--- src/rtl/sha256crypt_pkg.sv ---
// Purpose: shared FSM encodings, config DRAM map and the staged-config record for the sha256crypt control path.
// Latency: n/a (declarations only).
// Backpressure: n/a.
package sha256crypt_pkg;

    // Sequencer states
    localparam logic [2:0] ST_IDLE     = 3'd0;
    localparam logic [2:0] ST_DRAIN    = 3'd1;
    localparam logic [2:0] ST_COPY     = 3'd2;
    localparam logic [2:0] ST_COMMIT   = 3'd3;
    localparam logic [2:0] ST_WAIT_LOW = 3'd4;

    // Parser config DRAM layout
    localparam logic [4:0] CFG_ITER_BASE = 5'd0;
    localparam logic [4:0] CFG_SALT_LEN  = 5'd4;
    localparam logic [4:0] CFG_SALT_BASE = 5'd8;
    localparam logic [4:0] CFG_LAST      = 5'd23;

    typedef struct packed {
        logic [31:0]  iter;
        logic [4:0]   salt_len;
        logic [127:0] salt;
    } cfg_t;

    // Salt byte index for DRAM addresses 8..23. Only the low address
    // nibble matters: (addr - 8) mod 16 equals addr[3:0] - 8 mod 16.
    function automatic logic [3:0] cfg_salt_idx(input logic [3:0] addr_lo);
        return addr_lo - 4'(CFG_SALT_BASE);
    endfunction

endpackage

--- src/rtl/sha256crypt_drain_detect.sv ---
// Purpose: counts consecutive all-idle cycles of the core array; drained fires on the DRAIN_CYCLES-th one.
// Latency: drained is combinational on the cycle that completes the run; counter clears whenever en drops or a core is busy.
// Backpressure: none; the caller holds en for as long as it is willing to wait (no timeout).
// Ports: CLK/RST_N clock and async active-low reset; en arms the counter; core_idle per-core idle flags; drained run complete.
module sha256crypt_drain_detect #(
    parameter int N_CORES      = 8,
    parameter int DRAIN_CYCLES = 2
) (
    input  logic               CLK,
    input  logic               RST_N,
    input  logic               en,
    input  logic [N_CORES-1:0] core_idle,
    output logic               drained
);

    localparam int CNT_W = (DRAIN_CYCLES > 1) ? $clog2(DRAIN_CYCLES) : 1;
    localparam logic [CNT_W-1:0] CNT_LAST = CNT_W'(DRAIN_CYCLES - 1);

    logic [CNT_W-1:0] drain_cnt;
    logic             all_idle;

    assign all_idle = &core_idle;
    assign drained  = en & all_idle & (drain_cnt == CNT_LAST);

    // Any busy core restarts the run; the count also resets once it has
    // fired so a re-armed detector starts from zero.
    always_ff @(posedge CLK or negedge RST_N) begin
        if (!RST_N) begin
            drain_cnt <= '0;
        end else if (!en || !all_idle || drained) begin
            drain_cnt <= '0;
        end else begin
            drain_cnt <= drain_cnt + CNT_W'(1);
        end
    end

endmodule

--- src/rtl/sha256crypt_cfg_sequencer.sv ---
// Purpose: gates dispatch, drains the cores, copies the pending CMP_CONFIG from the parser DRAM and commits it atomically.
// Latency: new_cmp_config to cmp_config_applied = 1 + DRAIN_CYCLES + 24 + 1 cycles with all cores idle.
// Backpressure: waits indefinitely for the core array to drain; holds off re-arming until the parser drops new_cmp_config.
// Ports: CLK/RST_N; new_cmp_config/cmp_config_applied parser handshake; cfg_addr/cfg_dout async DRAM read;
//        core_idle per-core flags; dispatch_en; committed iter_count, salt_len, salt, cfg_valid, cfg_err, cfg_epoch.
module sha256crypt_cfg_sequencer
    import sha256crypt_pkg::*;
#(
    parameter int N_CORES      = 8,
    parameter int DRAIN_CYCLES = 2,
    parameter int EPOCH_W      = 4
) (
    input  logic               CLK,
    input  logic               RST_N,
    input  logic               new_cmp_config,
    output logic               cmp_config_applied,
    output logic [4:0]         cfg_addr,
    input  logic [7:0]         cfg_dout,
    input  logic [N_CORES-1:0] core_idle,
    output logic               dispatch_en,
    output logic [31:0]        iter_count,
    output logic [4:0]         salt_len,
    output logic [127:0]       salt,
    output logic               cfg_valid,
    output logic               cfg_err,
    output logic [EPOCH_W-1:0] cfg_epoch
);

    logic [2:0] state;
    logic [2:0] state_nxt;
    logic [4:0] copy_addr;
    cfg_t       stage;
    logic       drained;
    logic       stage_ok;

    sha256crypt_drain_detect #(
        .N_CORES      (N_CORES),
        .DRAIN_CYCLES (DRAIN_CYCLES)
    ) u_drain (
        .CLK       (CLK),
        .RST_N     (RST_N),
        .en        (state == ST_DRAIN),
        .core_idle (core_idle),
        .drained   (drained)
    );

    assign cfg_addr = (state == ST_COPY) ? copy_addr : 5'd0;
    assign stage_ok = (stage.iter != 32'd0);

    always_comb begin
        state_nxt = state;
        case (state)
            ST_IDLE:     if (new_cmp_config)        state_nxt = ST_DRAIN;
            ST_DRAIN:    if (drained)               state_nxt = ST_COPY;
            ST_COPY:     if (copy_addr == CFG_LAST) state_nxt = ST_COMMIT;
            ST_COMMIT:                              state_nxt = ST_WAIT_LOW;
            // The parser drops its level one cycle after the pulse; waiting
            // here keeps the stale level from starting a second sequence.
            ST_WAIT_LOW: if (!new_cmp_config)       state_nxt = ST_IDLE;
            default:                                state_nxt = ST_IDLE;
        endcase
    end

    // FSM, copy address and staging capture
    always_ff @(posedge CLK or negedge RST_N) begin
        if (!RST_N) begin
            state     <= ST_IDLE;
            copy_addr <= 5'd0;
            stage     <= '0;
        end else begin
            state <= state_nxt;
            if (state == ST_COPY) begin
                copy_addr <= copy_addr + 5'd1;
                if (copy_addr < CFG_SALT_LEN) begin
                    stage.iter[{copy_addr[1:0], 3'b000} +: 8] <= cfg_dout;
                end else if (copy_addr == CFG_SALT_LEN) begin
                    stage.salt_len <= cfg_dout[4:0];
                end else if (copy_addr >= CFG_SALT_BASE) begin
                    stage.salt[{cfg_salt_idx(copy_addr[3:0]), 3'b000} +: 8] <= cfg_dout;
                end
                // Addresses 5..7 are reserved in the DRAM map and dropped.
            end else begin
                copy_addr <= 5'd0;
            end
        end
    end

    // Committed config: written only on the COMMIT edge, so the cores
    // see either the old config or the new one, never a mix.
    always_ff @(posedge CLK or negedge RST_N) begin
        if (!RST_N) begin
            cmp_config_applied <= 1'b0;
            iter_count         <= 32'd0;
            salt_len           <= 5'd0;
            salt               <= 128'd0;
            cfg_valid          <= 1'b0;
            cfg_err            <= 1'b0;
            cfg_epoch          <= '0;
            dispatch_en        <= 1'b0;
        end else begin
            cmp_config_applied <= (state == ST_COMMIT);
            if (state == ST_COMMIT) begin
                iter_count <= stage.iter;
                salt_len   <= stage.salt_len;
                salt       <= stage.salt;
                cfg_valid  <= stage_ok;
                cfg_err    <= ~stage_ok;
                cfg_epoch  <= cfg_epoch + EPOCH_W'(1);
            end
            // Built from the next state so dispatch stops on the same edge
            // that leaves IDLE. COMMIT never goes straight to IDLE, so the
            // current cfg_valid is the right qualifier here.
            dispatch_en <= cfg_valid & (state_nxt == ST_IDLE);
        end
    end

endmodule
--- config.mk ---
export PLATFORM = sky130hd
export DESIGN_NAME = sha256crypt_cfg_sequencer
export DESIGN_NICKNAME = d
export VERILOG_FILES = /design/src/rtl/sha256crypt_pkg.sv /design/src/rtl/sha256crypt_drain_detect.sv /design/src/rtl/sha256crypt_cfg_sequencer.sv
export SDC_FILE = /design/constraint.sdc
export NUM_CORES = 1
export LEC_CHECK = 0
export ABC_AREA = 1
export BUFFER_PORTS_ARGS = -buffer_cell sky130_fd_sc_hd__buf_2
export CORE_AREA = 2 2 156 158
export CTS_CLUSTER_DIAMETER = 100
export DETAILED_ROUTE_END_ITERATION = 10
export DIE_AREA = 0 0 158 160
export GPL_ROUTABILITY_DRIVEN = 1
export GPL_TIMING_DRIVEN = 0
export PLACE_DENSITY = 0.82
export SLEW_MARGIN = 10
export SYNTH_ARGS = -nofsm -noshare
export SYNTH_HDL_FRONTEND = slang
export SYNTH_SLANG_ARGS = --single-unit
--- constraint.sdc ---
create_clock -name CLK -period 6.59 [get_ports CLK]
set_input_delay 0.3295 -clock CLK [delete_from_list [all_inputs] [get_ports CLK]]
set_output_delay 0.3295 -clock CLK [all_outputs]
set_load 0.01 [all_outputs]
==> impl.org, run 1 <==
** Worst setup path
- Crit-path max FO :: 12
- Crit path kind :: register to register
- Crit end category :: register
- STA classifies the critical path startpoint as a register.
- Most common cell type on the critical path :: sky130_fd_sc_hd__inv_1
- Critical path, cell by cell :: inv_1, buf_1, ha_1, inv_2, clkbuf_1, nor3_1, inv_1, o21ai_0
- The startpoint identified for the worst register-to-register timing path is copy_addr[0].
- Register-to-Register Path Depth :: 8
- On the worst path, the slowest cell contributes a delay of a little over 0.9 ns.
- On the critical path, the stage with the largest delay is an instance of sky130_fd_sc_hd__nor3_1.
- R2R Path End :: stage[14]
- STA puts the critical path data required time at 7.02 ns.
- Flop2flop setup slack :: roughly 3.4 ns
- STA puts the critical path data arrival time at roughly 3.6 ns.

** GRT
- Initial antenna violation count :: 0
- Global routing used 29.42% of the available tracks across all layers.
- Global routing finished with a remaining overflow of 0.
- Vias in the first global route :: roughly 11000
- The first global-routing pass estimated around 58 mm of wire.
- Entering global routing, the biggest net connects 113 pins.

** Clock network
- In this run the number of H-tree levels came out at 2.
- Clock latency on the worst-skew pair, taken at its later pin, is between 0.5 and 0.6 ns.
- CTS Sinks :: ~350
- Clock tree synthesis selected as its root buffer the cell sky130_fd_sc_hd__clkbuf_16.
- Once the clock tree was built, the setup fixing pass inserted 0 buffers.
- Clock-pin slew was measured on the worst setup and hold paths at 0.07 ns.
- TritonCTS built the clock tree.
- Counting along the longest clock path gives a buffer depth of 3.
- Inserted Clock Buffers :: 35

** Finish
- Inserted Diodes :: 0
- The layout has between 1500 and 2000 filler cells.
- Register cell area after layout :: 8683 sq um
- In the layout the commonest cells are sky130_fd_sc_hd__nand2_1, sky130_fd_sc_hd__dfrtp_1, sky130_fd_sc_hd__buf_2.
- Leaving out fill and tap cells, the most frequent cell in the layout is sky130_fd_sc_hd__nand2_1.
- Area growth from synthesis to layout :: 18.41%
- Of the cells placed in the final design, the portion with a size suffix greater than 1 is 17.84%.
- At the end of the flow, the number of nets in the layout was approximately 1800.
- Total area of multi-input combinational cells :: 4577 sq um

** Min path
- WHS Endpoint :: u_drain.drain_cnt
- The startpoint identified for the worst hold timing path is core_idle[3].
- Min-Delay Path Class :: input pin to register
- Number of cells on the worst hold path :: 5

** Route
- In the final routed layout, each cell accounts on average for 17.29 microns.
- Post-Route WL :: 36.43 mm
- Routed via count :: 11430
- Detailed Route Iter0 Violations :: 1011
- After detailed routing, the number of remaining DRC violations is 0.
- Dividing the detail-routed via count by the number of cells gives between 5 and 6.
- For this run, the detailed router's first-pass iteration total came to 5.
- The detail route stage leaves a number of antenna-violating nets equal to 0.

** Synth
- A synthesized cell averages 9.061 sq um.
- Net count after synthesis :: around 1600
- After synthesis, the netlist uses 30 different library cells.
- The Yosys step of the flow raised 0 warnings.
- Sequential cell area fraction in the yosys report :: 62.43%
- Synthesis handed over a netlist of 1535 instances.
- The mapped netlist covers 13910 sq um.
- In this run, synthesis produced a sequential element count of ~350.

** Placement
- Summed over all nets, the half-perimeter wirelength after detailed placement is between 20 and 25 mm.
- Port buffering added 188 buffers.
- Routability congestion estimate from global placement :: 0.9156

** Floorplan
- Number of placement rows :: 57
- The initial utilization of the core area, before any placement, comes to 58.39%.
- Core Box Area :: approximately 24000 sq um
- The die covers 25280 sq um.
- Die Wd :: 158 microns
- Height of the die :: ~160 microns
- Pin placement for this block handled 197 I/O pins.

** STA
- The final count of hold timing violations was 0.
- The worst pin sits at a relative slew slack of ~22%.
- Setup repair after global routing missed its margin :: no
- Final min period :: 3.199 ns
- Timing would allow up to 312.6 MHz.
- Hold Worst Slack :: between 0.15 and 0.2 ns
- The number of max-slew violations in the final report is 0.
- Final Setup Violations :: 0
- Slew at the pin with the worst max-slew slack :: approximately 1.2 ns
- Maximum clock skew at final layout :: between 0.01 and 0.015 ns
- Period utilization :: 48.54%

** Flow run
- Across the run, the number of max-cap violations was 0.

** Run status
- The flow ran to the end, and the final reports show no timing, DRC or antenna violations.

** Power and ir drop
- Sequential Power Share :: approximately half
- For this design the static power due to leakage is 8.905 nW.
- IR analysis of the VDD net gives a maximum drop of 0.1663 mV.
- Dividing total power by cell area gives a power density of 252.7 nW/um^2.
- Per report_power, the clock group accounts for 46.9% of the total.
- Of the total power, the share spent switching nets is 20.94%.
- Logic pwr share :: 1.9%
- Power comes to between 4 and 5 mW.
- For this design the total switching power over the nets is 0.8714 mW.
- Design internal power :: 3.289 mW
==> synth_stat cells <==
master	count	area share (%)
sky130_fd_sc_hd__ha_1	6	0.54
sky130_fd_sc_hd__nand3_4	1	0.13
sky130_fd_sc_hd__dfrtp_1	347	62
sky130_fd_sc_hd__nor3b_1	1	0.054
sky130_fd_sc_hd__nand2_4	3	0.24
sky130_fd_sc_hd__xnor2_1	3	0.19
sky130_fd_sc_hd__a21oi_1	3	0.11
sky130_fd_sc_hd__nand2_2	2	0.090
sky130_fd_sc_hd__nand4_1	14	0.63
sky130_fd_sc_hd__buf_1	6	0.16
sky130_fd_sc_hd__nor3_1	14	0.50
sky130_fd_sc_hd__nor2_4	7	0.57
sky130_fd_sc_hd__inv_1	70	1.9
sky130_fd_sc_hd__nor2_2	3	0.13
sky130_fd_sc_hd__nand3_1	141	5.1
sky130_fd_sc_hd__nor2_1	34	0.92
sky130_fd_sc_hd__clkbuf_1	32	0.86
sky130_fd_sc_hd__buf_4	4	0.22
sky130_fd_sc_hd__nor2_8	2	0.29
sky130_fd_sc_hd__o21ai_2	16	1.0
sky130_fd_sc_hd__inv_2	4	0.11
sky130_fd_sc_hd__inv_4	1	0.045
sky130_fd_sc_hd__nand3_2	4	0.29
sky130_fd_sc_hd__nand2_1	695	19
sky130_fd_sc_hd__clkinv_1	1	0.027
sky130_fd_sc_hd__buf_2	23	0.83
sky130_fd_sc_hd__clkbuf_2	1	0.036
sky130_fd_sc_hd__nor4_4	1	0.15
sky130_fd_sc_hd__buf_6	6	0.49
sky130_fd_sc_hd__o21ai_0	90	3.2
==> how the worst max path moves through the flow <==
stage / cells past startpoint / startpoint / slack, ns / to
6_report: 8 / copy_addr[0] / 3.39 / stage[14]
5_1_grt: 8 / copy_addr[0] / 3.31 / stage[14]
4_1_cts: 8 / copy_addr[0] / 3.47 / stage[14]
3_5_place_dp: 8 / copy_addr[0] / 3.51 / stage[14]
3_3_place_gp: 1 / RST_N / -1.16 / iter_count[22]
2_1_floorplan: 12 / copy_addr[0] / 4.34 / stage[24]
==> metrics by stage <==
step	cells	util [%]	setup TNS, ns	cell area (sq um)	worst slack, ns
4_1_cts	2107	69.14	0	16470	3.469
5_1_grt	2107	69.14	0	16470	3.309
3_5_place_dp	2050	64.43	0	15350	3.511
3_3_place_gp	2047	64.04	-391.50	15250	-1.157
2_1_floorplan	1535	-	0	13910	4.344
6_report	2107	69.14	0	16470	3.391
==> per-layer routing <==
layer  global-route usage (%)  vias up  share of wire [%]
li1                         -     5296                  -
met3                    5.645       93                8.2
met1                    41.49     5517                 42
met4                    11.02        0                3.7
met2                    45.87      522                 46
met5                        0        -                  0
==> timing repair <==
| item | in CTS | in global routing |
|---|---|---|
| gates resized for setup | 0 | 0 |
| endpoints found under the setup margin | 0 | 0 |
| hold buffers | 1 | 0 |
| endpoints found under the hold margin | 52 | 0 |
==> state kept, by name, indices dropped and copies added, names as in the netlist <==
name / count
cfg_valid: 1
iter_count: 32
u_drain.drain_cnt: 1
stage: 165
cmp_config_applied: 1
state: 3
cfg_epoch: 4
cfg_err: 1
copy_addr: 5
salt_len: 5
salt: 128
dispatch_en: 1
==> power by group through the flow <==
| stage | logic [mW] | registers, mW | clock network [mW] |
|---|---|---|---|
| after global routing | 0.0872 | 2.13 | 2.05 |
| after CTS | 0.0789 | 2.13 | 1.96 |
| after detailed placement | 0.0786 | 2.17 | 0 |
| after global placement | 0.0709 | 2.17 | 0 |
| after floorplan | 0.0130 | 2.17 | 0 |
| final | 0.0774 | 2.13 | 1.95 |
==> worst max-delay path, delay by kind of cell (launching register included) <==
kind	cells	cell delay, ns
buffers and inverters	5	1.12
adder cells (fa/ha/maj)	1	0.41
flip-flops	1	0.44
AO/OA/AOI/OAI	1	0.22
AND/OR/NAND/NOR	1	0.93
==> cell families (layout without fill, tap and decap cells) <==
group,count (synthesis),in the layout,share of synthesized area [%]
flip-flops,347,347,62.43
buffers and inverters,148,396,4.660
AO/OA/AOI/OAI,109,109,4.354
adder cells (fa/ha/maj),6,6,0.5397
AND/OR/NAND/NOR,922,922,27.82
XOR/XNOR,3,3,0.1890
==> layout make-up <==
cell class,instances,area share (%)
Clock inverter,8,0.6306
Inverter,76,1.747
Clock buffer,48,6.116
Timing Repair Buffer,192,6.336
Multi-Input combinational cell,1040,27.79
Tap cell,324,2.462
Sequential cell,347,52.73
Buffer,72,2.188
Power figures use the tool's default switching activity.
==> inputs of run 2 (changes only) <==
--- a/config.mk
+++ b/config.mk
@@ -7,13 +7,13 @@
 export LEC_CHECK = 0
 export ABC_AREA = 1
 export BUFFER_PORTS_ARGS = -buffer_cell sky130_fd_sc_hd__buf_2
-export CORE_AREA = 2 2 156 158
+export CORE_AREA = 2 2 167 169
 export CTS_CLUSTER_DIAMETER = 100
 export DETAILED_ROUTE_END_ITERATION = 10
-export DIE_AREA = 0 0 158 160
+export DIE_AREA = 0 0 169 171
 export GPL_ROUTABILITY_DRIVEN = 1
 export GPL_TIMING_DRIVEN = 0
-export PLACE_DENSITY = 0.82
+export PLACE_DENSITY = 0.76
 export SLEW_MARGIN = 10
 export SYNTH_ARGS = -nofsm -noshare
 export SYNTH_HDL_FRONTEND = slang
==> constraint.sdc (replaced) <==
create_clock -name CLK -period 2.8 [get_ports CLK]
set_input_delay 0.14 -clock CLK [delete_from_list [all_inputs] [get_ports CLK]]
set_output_delay 0.14 -clock CLK [all_outputs]
set_load 0.01 [all_outputs]
==> impl.org, run 2 (synthesized netlist as in run 1, its figures left out) <==
** Run status
- Result of the run :: completed (unchanged)

** Clock network
- The cell at the root of the clock tree was sky130_fd_sc_hd__clkbuf_16 (unchanged).
- The deepest level of the CTS H-tree was 2 (unchanged).
- The number of clock sinks seen by CTS came to 347 (unchanged).
- The clock latency at the later pin of the worst-skew pair came to 0.52 ns (about the same).
- The maximum buffer depth of the clock tree is 3 (unchanged).
- Clock-pin slew on the worst setup and hold paths :: 0.06 ns (was 0.07 ns)
- Inserted Clock Buffers :: 36 (was 35)
- The CTS tree is built (unchanged).

** GRT
- The wire length of the first global-routing pass is 58.29 mm (was 58.03 mm).
- The global router's overall resource usage was 25.95% (was 29.42%).
- Global-route congestion overflow total :: 0 (unchanged)
- Vias in the first global route :: 10980 (was 10920)
- The maximum number of pins on one net before global-route repair is 96 (was 113).
- The initial antenna violation count came to 1 (was 0).

** STA
- The final period utilization came to 94.59% (was 48.54%).
- The number of max-slew violations in the final report was 0 (unchanged).
- Hold Worst Slack :: 0.04492 ns (was 0.1517 ns)
- Setup repair after global routing missed its margin: no (unchanged).
- The remaining max-slew budget at the tightest pin is 28.05% (was 22.33%).
- Final Hold Violating Endpoints :: 0 (unchanged)
- Final TNS setup :: 0 ns (unchanged)
- Top achievable clock speed :: 377.6 MHz (was 312.6 MHz)
- The clock tree skew after final layout came to 0.01425 ns (was 0.01107 ns).
- Slew at the pin with the worst max-slew slack :: 1.071 ns (was 1.156 ns)
- Final Setup Violations :: 0 (unchanged)
- The worst path setup slack after routing is 0.1514 ns (was 3.391 ns).
- The clock period minus worst slack is 2.649 ns (was 3.199 ns).

** Placement
- The placement-stage worst setup slack is -0.3246 ns (was 3.511 ns).
- Placed cells :: 2072 (was 2050)
- Detail Placement HPWL :: 25.71 mm (was 24.97 mm)
- Placed inst area :: 15370 sq um (was 15350 sq um)
- IO buf count :: 188 (unchanged)
- The final RePlAce weighted congestion was 0.8799 (was 0.9156).

** Power and ir drop
- The proportion of power drawn by the clock network is 47.3% (was 46.9%).
- The peak ir drop on the vdd network was 0.3996 mV (was 0.1663 mV).
- The switching share of power is 21.24% (was 20.94%).
- Logic pwr share :: 1.9% (about the same)
- Static power due to leakage :: 8.945 nW (was 8.905 nW)
- Power per standard cell area :: 595.2 nW/um^2 (was 252.7 nW/um^2)
- The sequential cell fraction of total power is 50.8% (was 51.3%).
- The net switching power of the design came to 2.100 mW (was 0.8714 mW).
- Design internal power :: 7.787 mW (was 3.289 mW)
- Total power :: 9.887 mW (was 4.161 mW)

** Worst setup path
- The data required time of the critical path was 3.23 ns (was 7.02 ns).
- The critical path class is register to register (unchanged).
- Flop2flop setup slack :: 0.15 ns (was 3.39 ns)
- Reg2reg start :: copy_addr[0] (unchanged)
- Crit-path max FO :: 12 (unchanged)
- R2R Path End :: stage[10] (was stage[14])
- Slowest CP cell :: sky130_fd_sc_hd__nor3_1 (unchanged)
- Bufs and invs on worst path :: 4 (was 5)
- CP startpoint kind :: register (unchanged)
- The type of destination of the critical path was a register (unchanged).
- Critical path, cell by cell :: inv_1, buf_2, ha_2, inv_2, nor3_1, inv_1, o21ai_0 (was inv_1, buf_1, ha_1, inv_2, clkbuf_1, nor3_1, inv_1, o21ai_0)
- The delay of the slowest critical-path stage is 0.80 ns (was 0.93 ns).
- The top cell family by delay on the critical path is simple AND/OR/NAND/NOR gates (was buffers and inverters).
- The critical path arrival was 3.08 ns (was 3.63 ns).
- The most used cell along the critical path is sky130_fd_sc_hd__inv_1 (unchanged).
- The depth of the most critical reg-to-reg path is 7 (was 8).

** Finish
- Commonest cells after routing, fill and taps aside: sky130_fd_sc_hd__nand2_1, sky130_fd_sc_hd__dfrtp_1, sky130_fd_sc_hd__buf_2 (unchanged).
- The fraction of layout instances using a drive strength above 1 is 18.38% (was 17.84%).
- Top flop regs: stage (165), salt (128), iter_count (32) (unchanged).
- Area growth from synthesis to layout :: 19.43% (was 18.41%)
- Inserted Diodes :: 0 (unchanged)
- Post-Route Utilization :: 60.79% (was 69.14%)
- The most common library cell in the layout ignoring fill and taps was sky130_fd_sc_hd__nand2_1 (unchanged).
- Largest register FFs :: 165 (unchanged)
- The final standard cell count with taps included and fillers excluded came to 2141 (was 2107).
- The final layout net count came to 1795 (was 1789).
- Fillers :: 2339 (was 1830)
- The final design area excluding fillers was 16610 sq um (was 16470 sq um).
- The register ranked first by flip-flop count is stage (unchanged).

** Floorplan
- The total die area is 28900 sq um (was 25280 sq um).
- Starting utilization of the core area :: 50.90% (was 58.39%)
- Height of the die :: 171 microns (was 160 microns)
- Number of placement rows :: 61 (was 57)
- The area of the core is 27320 sq um (was 23820 sq um).
- The number of placed I/O pins was 197 (unchanged).
- The width of the chip was 169 microns (was 158 microns).

** Route
- The sum of met2 wire segment lengths after detailed routing was 17.61 mm (was 16.88 mm).
- The met1 routed wirelength after detailed routing came to 15.67 mm (was 15.22 mm).
- The post-detailed-route count of antenna-violating nets was 0 (unchanged).
- Routed via count :: 11300 (was 11430)
- Detailed Route Iter0 Violations :: 1022 (was 1011)
- The final routed DRC violation total came to 0 (unchanged).
- The via density per instance was 5.279 (was 5.424).
- The average detailed-routed wire length per instance was 17.37 microns (was 17.29 microns).
- Uppermost signal routing layer after detailed routing :: met4 (unchanged)
- Post-Route WL :: 37.19 mm (was 36.43 mm)
- First-pass DRT Iterations :: 8 (was 5)
- The detailed-routed wire length on met3 is 2.644 mm (was 2.997 mm).

** Min path
- Worst min-delay path startpoint :: core_idle[7] (was core_idle[3])
- WHS Endpoint :: state[1] (was u_drain.drain_cnt)
- The cell depth of the worst min-delay path is 5 (unchanged).
- The path type of the worst min-delay path is input pin to register (unchanged).

** Flow run
- The count of maximum capacitance violations came to 0 (unchanged).
==> run 2: changes by cell type in the layout (fill, tap and decap cells not counted), sizes merged <==
cell,previous run,this run
dlygate4sd3,1,6
clkinvlp,1,3
bufinv,2,1
inv,75,77
clkinv,6,5
clkbuf,81,86
==> run 2: worst min-delay path, delay by kind of cell <==
kind | cells | cell delay [ns]
buffers and inverters | 1 | 0.09
and+or+nand+nor | 4 | 0.28
==> run 2: cell type report <==
| cell class | count | area, sq um | area share [%] |
|---|---|---|---|
| buffer | 72 | 362.8 | 2.184 |
| clock buffer | 53 | 1066 | 6.418 |
| clock inverter | 10 | 90.09 | 0.5423 |
| inverter | 76 | 287.8 | 1.732 |
| multi-input combinational | 1040 | 4594 | 27.66 |
| sequential | 347 | 8683 | 52.27 |
| tap | 346 | 432.9 | 2.606 |
| timing repair buffer | 197 | 1094 | 6.583 |
==> run 2: timing repair <==
action                     4_1_cts  5_1_grt
hold endpoints to repair        88        0
setup endpoints to repair       20       10
hold buffers                     6        0
buffers inserted                 0        0
resized for setup                4        3
==> run 2: worst max path at each step <==
stage	start	to	cells past startpoint
floorplan	copy_addr[0]	stage[24]	12
global route	copy_addr[0]	stage[88]	12
CTS	copy_addr[0]	stage[10]	7
finish	copy_addr[0]	stage[10]	7
global placement	RST_N	salt[36]	1
detailed placement	copy_addr[0]	stage[78]	8
==> run 2: power by group through the flow <==
stage | Sequential, mW | Combinational [mW] | Clock (mW)
2_1_floorplan | 5.11 | 0.0306 | 0
3_3_place_gp | 5.11 | 0.167 | 0
3_5_place_dp | 5.11 | 0.187 | 0
4_1_cts | 5.02 | 0.192 | 4.74
5_1_grt | 5.02 | 0.211 | 4.94
6_report | 5.02 | 0.187 | 4.68
==> run 2: routing by layer <==
metal	track usage [%]	vias up
met3	4.603	90
met1	35.48	5440
li1	-	5329
met5	0	-
met4	9.662	0
met2	42.02	443
==> inputs of run 3 (changes only) <==
--- a/config.mk
+++ b/config.mk
@@ -7,13 +7,13 @@
 export LEC_CHECK = 0
 export ABC_AREA = 1
 export BUFFER_PORTS_ARGS = -buffer_cell sky130_fd_sc_hd__buf_2
-export CORE_AREA = 2 2 167 169
+export CORE_AREA = 2 2 170 172
 export CTS_CLUSTER_DIAMETER = 100
 export DETAILED_ROUTE_END_ITERATION = 10
-export DIE_AREA = 0 0 169 171
+export DIE_AREA = 0 0 172 174
 export GPL_ROUTABILITY_DRIVEN = 1
 export GPL_TIMING_DRIVEN = 0
-export PLACE_DENSITY = 0.76
+export PLACE_DENSITY = 0.73
 export SLEW_MARGIN = 10
 export SYNTH_ARGS = -nofsm -noshare
 export SYNTH_HDL_FRONTEND = slang
==> impl.org, run 3 (synthesized netlist as in run 1, its figures left out) <==
** Finish
- Top flop regs :: stage (165), salt (128), iter_count (32) (unchanged)
- Area growth from synthesis to layout :: 19.72% (was 19.43%)
- Register with the most flip-flops :: stage (unchanged)
- Most common library cell in the layout ignoring fill and taps :: sky130_fd_sc_hd__nand2_1 (unchanged)
- The final layout net count came to 1797 (was 1795).
- The fraction of layout instances using a drive strength above 1 is 18.25% (was 18.38%).
- The diode insertion count for antenna repair came to 0 (unchanged).
- The number of flip-flops in the largest register came to 165 (unchanged).
- Commonest cells after routing, fill and taps aside :: sky130_fd_sc_hd__nand2_1, sky130_fd_sc_hd__dfrtp_1, sky130_fd_sc_hd__buf_2 (unchanged)
- The final standard cell count with taps included and fillers excluded was 2176 (was 2141).

** Clock network
- Max Root-Sink Buffers :: 3 (unchanged)
- The clock-pin slew of the registers on the worst-case setup and hold paths is 0.06 ns (about the same).
- Clock latency on the worst-skew pair :: 0.51 ns (was 0.52 ns)
- Inserted Clock Buffers :: 36 (unchanged)
- The cell at the root of the clock tree was sky130_fd_sc_hd__clkbuf_16 (unchanged).
- Clock tree from TritonCTS :: built (unchanged)
- The number of clock sinks seen by CTS is 347 (unchanged).
- H-Tree Level Count :: 2 (unchanged)

** Floorplan
- Total I/O pin count :: 197 (unchanged)
- The total die area was 29930 sq um (was 28900 sq um).
- The number of core rows came to 62 (was 61).
- The starting utilization of the core area is 49.26% (was 50.90%).
- Die Wd :: 172 microns (was 169 microns)
- The y dimension of the die is 174 microns (was 171 microns).
- The area of the core was 28240 sq um (was 27320 sq um).

** Worst setup path
- The top fanout value on the critical path came to 12 (unchanged).
- Crit end category :: register (unchanged)
- The data required time of the critical path came to 3.21 ns (was 3.23 ns).
- Crit path kind :: register to register (unchanged)
- Arrival time reported for the critical path endpoint :: 3.07 ns (was 3.08 ns)
- The startpoint type of the worst setup path is a register (unchanged).

** GRT
- Wire length of the first global-routing pass :: 58.00 mm (was 58.29 mm)
- The initial antenna violation count was 0 (was 1).
- The maximum number of pins on one net before global-route repair came to 110 (was 96).
- The number of global-route vias before repair was 10860 (was 10980).
- The total grt overflow came to 0 (unchanged).
- All-Layer GR Usage :: 24.86% (was 25.95%)

** STA
- Worst slew margin relative to its limit :: 28.16% (was 28.05%)
- The final hold slack was 0.04814 ns (was 0.04492 ns).
- Slew at the pin with the worst max-slew slack :: 1.069 ns (was 1.071 ns)
- Top achievable clock speed :: 375.4 MHz (was 377.6 MHz)
- Max-slew violation count :: 0 (unchanged)
- The clock tree skew after final layout was 0.009738 ns (was 0.01425 ns).
- The clock period minus worst slack was 2.664 ns (was 2.649 ns).
- The final count of hold timing violations came to 0 (unchanged).
- The number of setup violations in the final report came to 0 (unchanged).
- Setup repair after global routing missed its margin :: yes (was no)
- The final period utilization came to 95.13% (was 94.59%).

** Route
- Antenna-violating nets left :: 0 (unchanged)
- DRC violations left :: 0 (unchanged)
- Detailed Route Iter0 Violations :: 960 (was 1022)
- The average detailed-routed wire length per instance is 16.85 microns (was 17.37 microns).
- First-pass DRT Iterations :: 7 (was 8)
- The via density per instance is 5.169 (was 5.279).
- Routed via count :: 11250 (was 11300)
- The post-detailed-routing wire length was 36.66 mm (was 37.19 mm).

** Placement
- The cell count after placement is 2110 (was 2072).
- The HPWL reported at the end of detailed placement was 25.60 mm (was 25.71 mm).
- The final RePlAce weighted congestion came to 0.8811 (was 0.8799).
- IO buf count :: 188 (unchanged)

** Run status
- Result of the run: completed (unchanged).

** Power and ir drop
- Worst IR Drop VDD :: 0.4661 mV (was 0.3996 mV)
- The ratio of total power to cell area is 590.8 nW/um^2 (was 595.2 nW/um^2).
- The leakage dissipation is 8.952 nW (was 8.945 nW).

** Flow run
- The count of maximum capacitance violations came to 0 (unchanged).

** Min path
- The path type of the worst min-delay path is input pin to register (unchanged).
[run 3: cell types whose count changed in the layout (fill, tap and decap cells not counted), sizes merged]
cell	change
clkbuf	+1
buf	+2
clkinvlp	-3
clkinv	-1
inv	-2
[run 3: worst max-delay path, cell delays in order (launching register included)]
cell and delay [ns]:
sky130_fd_sc_hd__dfrtp_1 0.43, sky130_fd_sc_hd__inv_1 0.12, sky130_fd_sc_hd__buf_2 0.23, sky130_fd_sc_hd__ha_2 0.45, sky130_fd_sc_hd__inv_2 0.11, sky130_fd_sc_hd__clkbuf_1 0.26, sky130_fd_sc_hd__nor3_2 0.63, sky130_fd_sc_hd__inv_1 0.13
sky130_fd_sc_hd__o21ai_0 0.21
[run 3: routing by layer]
layer | part of all wire (%) | routed length (microns) | track usage, % | up-vias
met2 | 46 | 17000 | 39.11 | 376
met5 | 0 | 0 | 0 | -
met3 | 6.6 | 2427 | 4.144 | 90
met4 | 3.5 | 1300 | 8.859 | 0
li1 | - | - | - | 5320
met1 | 43 | 15930 | 35.09 | 5461
[run 3: metrics by stage]
step / instance area (sq um) / TNS (ns) / setup slack (ns) / power [mW] / util [%]
after floorplan: 13910 / 0 / 0.5543 / 5.145 / -
after global placement: 15330 / -1673.02 / -4.850 / 5.282 / 54.29
after detailed placement: 15420 / -2.835 / -0.3127 / 5.300 / 54.62
after CTS: 16630 / 0 / 0.1446 / 9.888 / 58.91
after global routing: 16650 / -0.0006484 / -0.0006484 / 10.11 / 58.97
final: 16650 / 0 / 0.1363 / 9.837 / 58.97
[run 3: area by class of cell]
class,instances,area (sq um)
buffer,72,361.6
clock buffer,54,1090
clock inverter,4,45.04
fill,2547,11590
inverter,76,287.8
multi-input combinational,1040,4594
sequential,347,8683
tap,384,480.5
timing repair buffer,199,1109
[run 3: final timing paths]
kind / from / end / slack (ns) / cells past startpoint
setup / recovery: copy_addr[0] / stage[78] / 0.14 / 8
hold / removal: core_idle[7] / state[1] / 0.05 / 5
setup reg to reg: copy_addr[0] / stage[78] / 0.14 / 8
hold reg to reg: stage[109] / salt[109] / 0.47 / 2
max in group asynchronous: RST_N / stage[51] / 0.89 / 5
min in group asynchronous: RST_N / salt[116] / 0.22 / 2
[run 3: timing repair]
item | CTS | global route
hold buffers | 6 | 0
endpoints found under the setup margin | 23 | 17
pin swaps | 0 | 1
gates resized for setup | 4 | 1
setup buffers | 0 | 2
hold endpoints to repair | 79 | 0
[run 3: power breakdown]
part | leakage [nW] | total (mW) | internal (mW) | switching, mW
logic | 4.41 | 0.188 | 0.0316 | 0.157
registers | 3.98 | 5.02 | 5.02 | 0.00207
clock network | 0.562 | 4.63 | 2.76 | 1.87
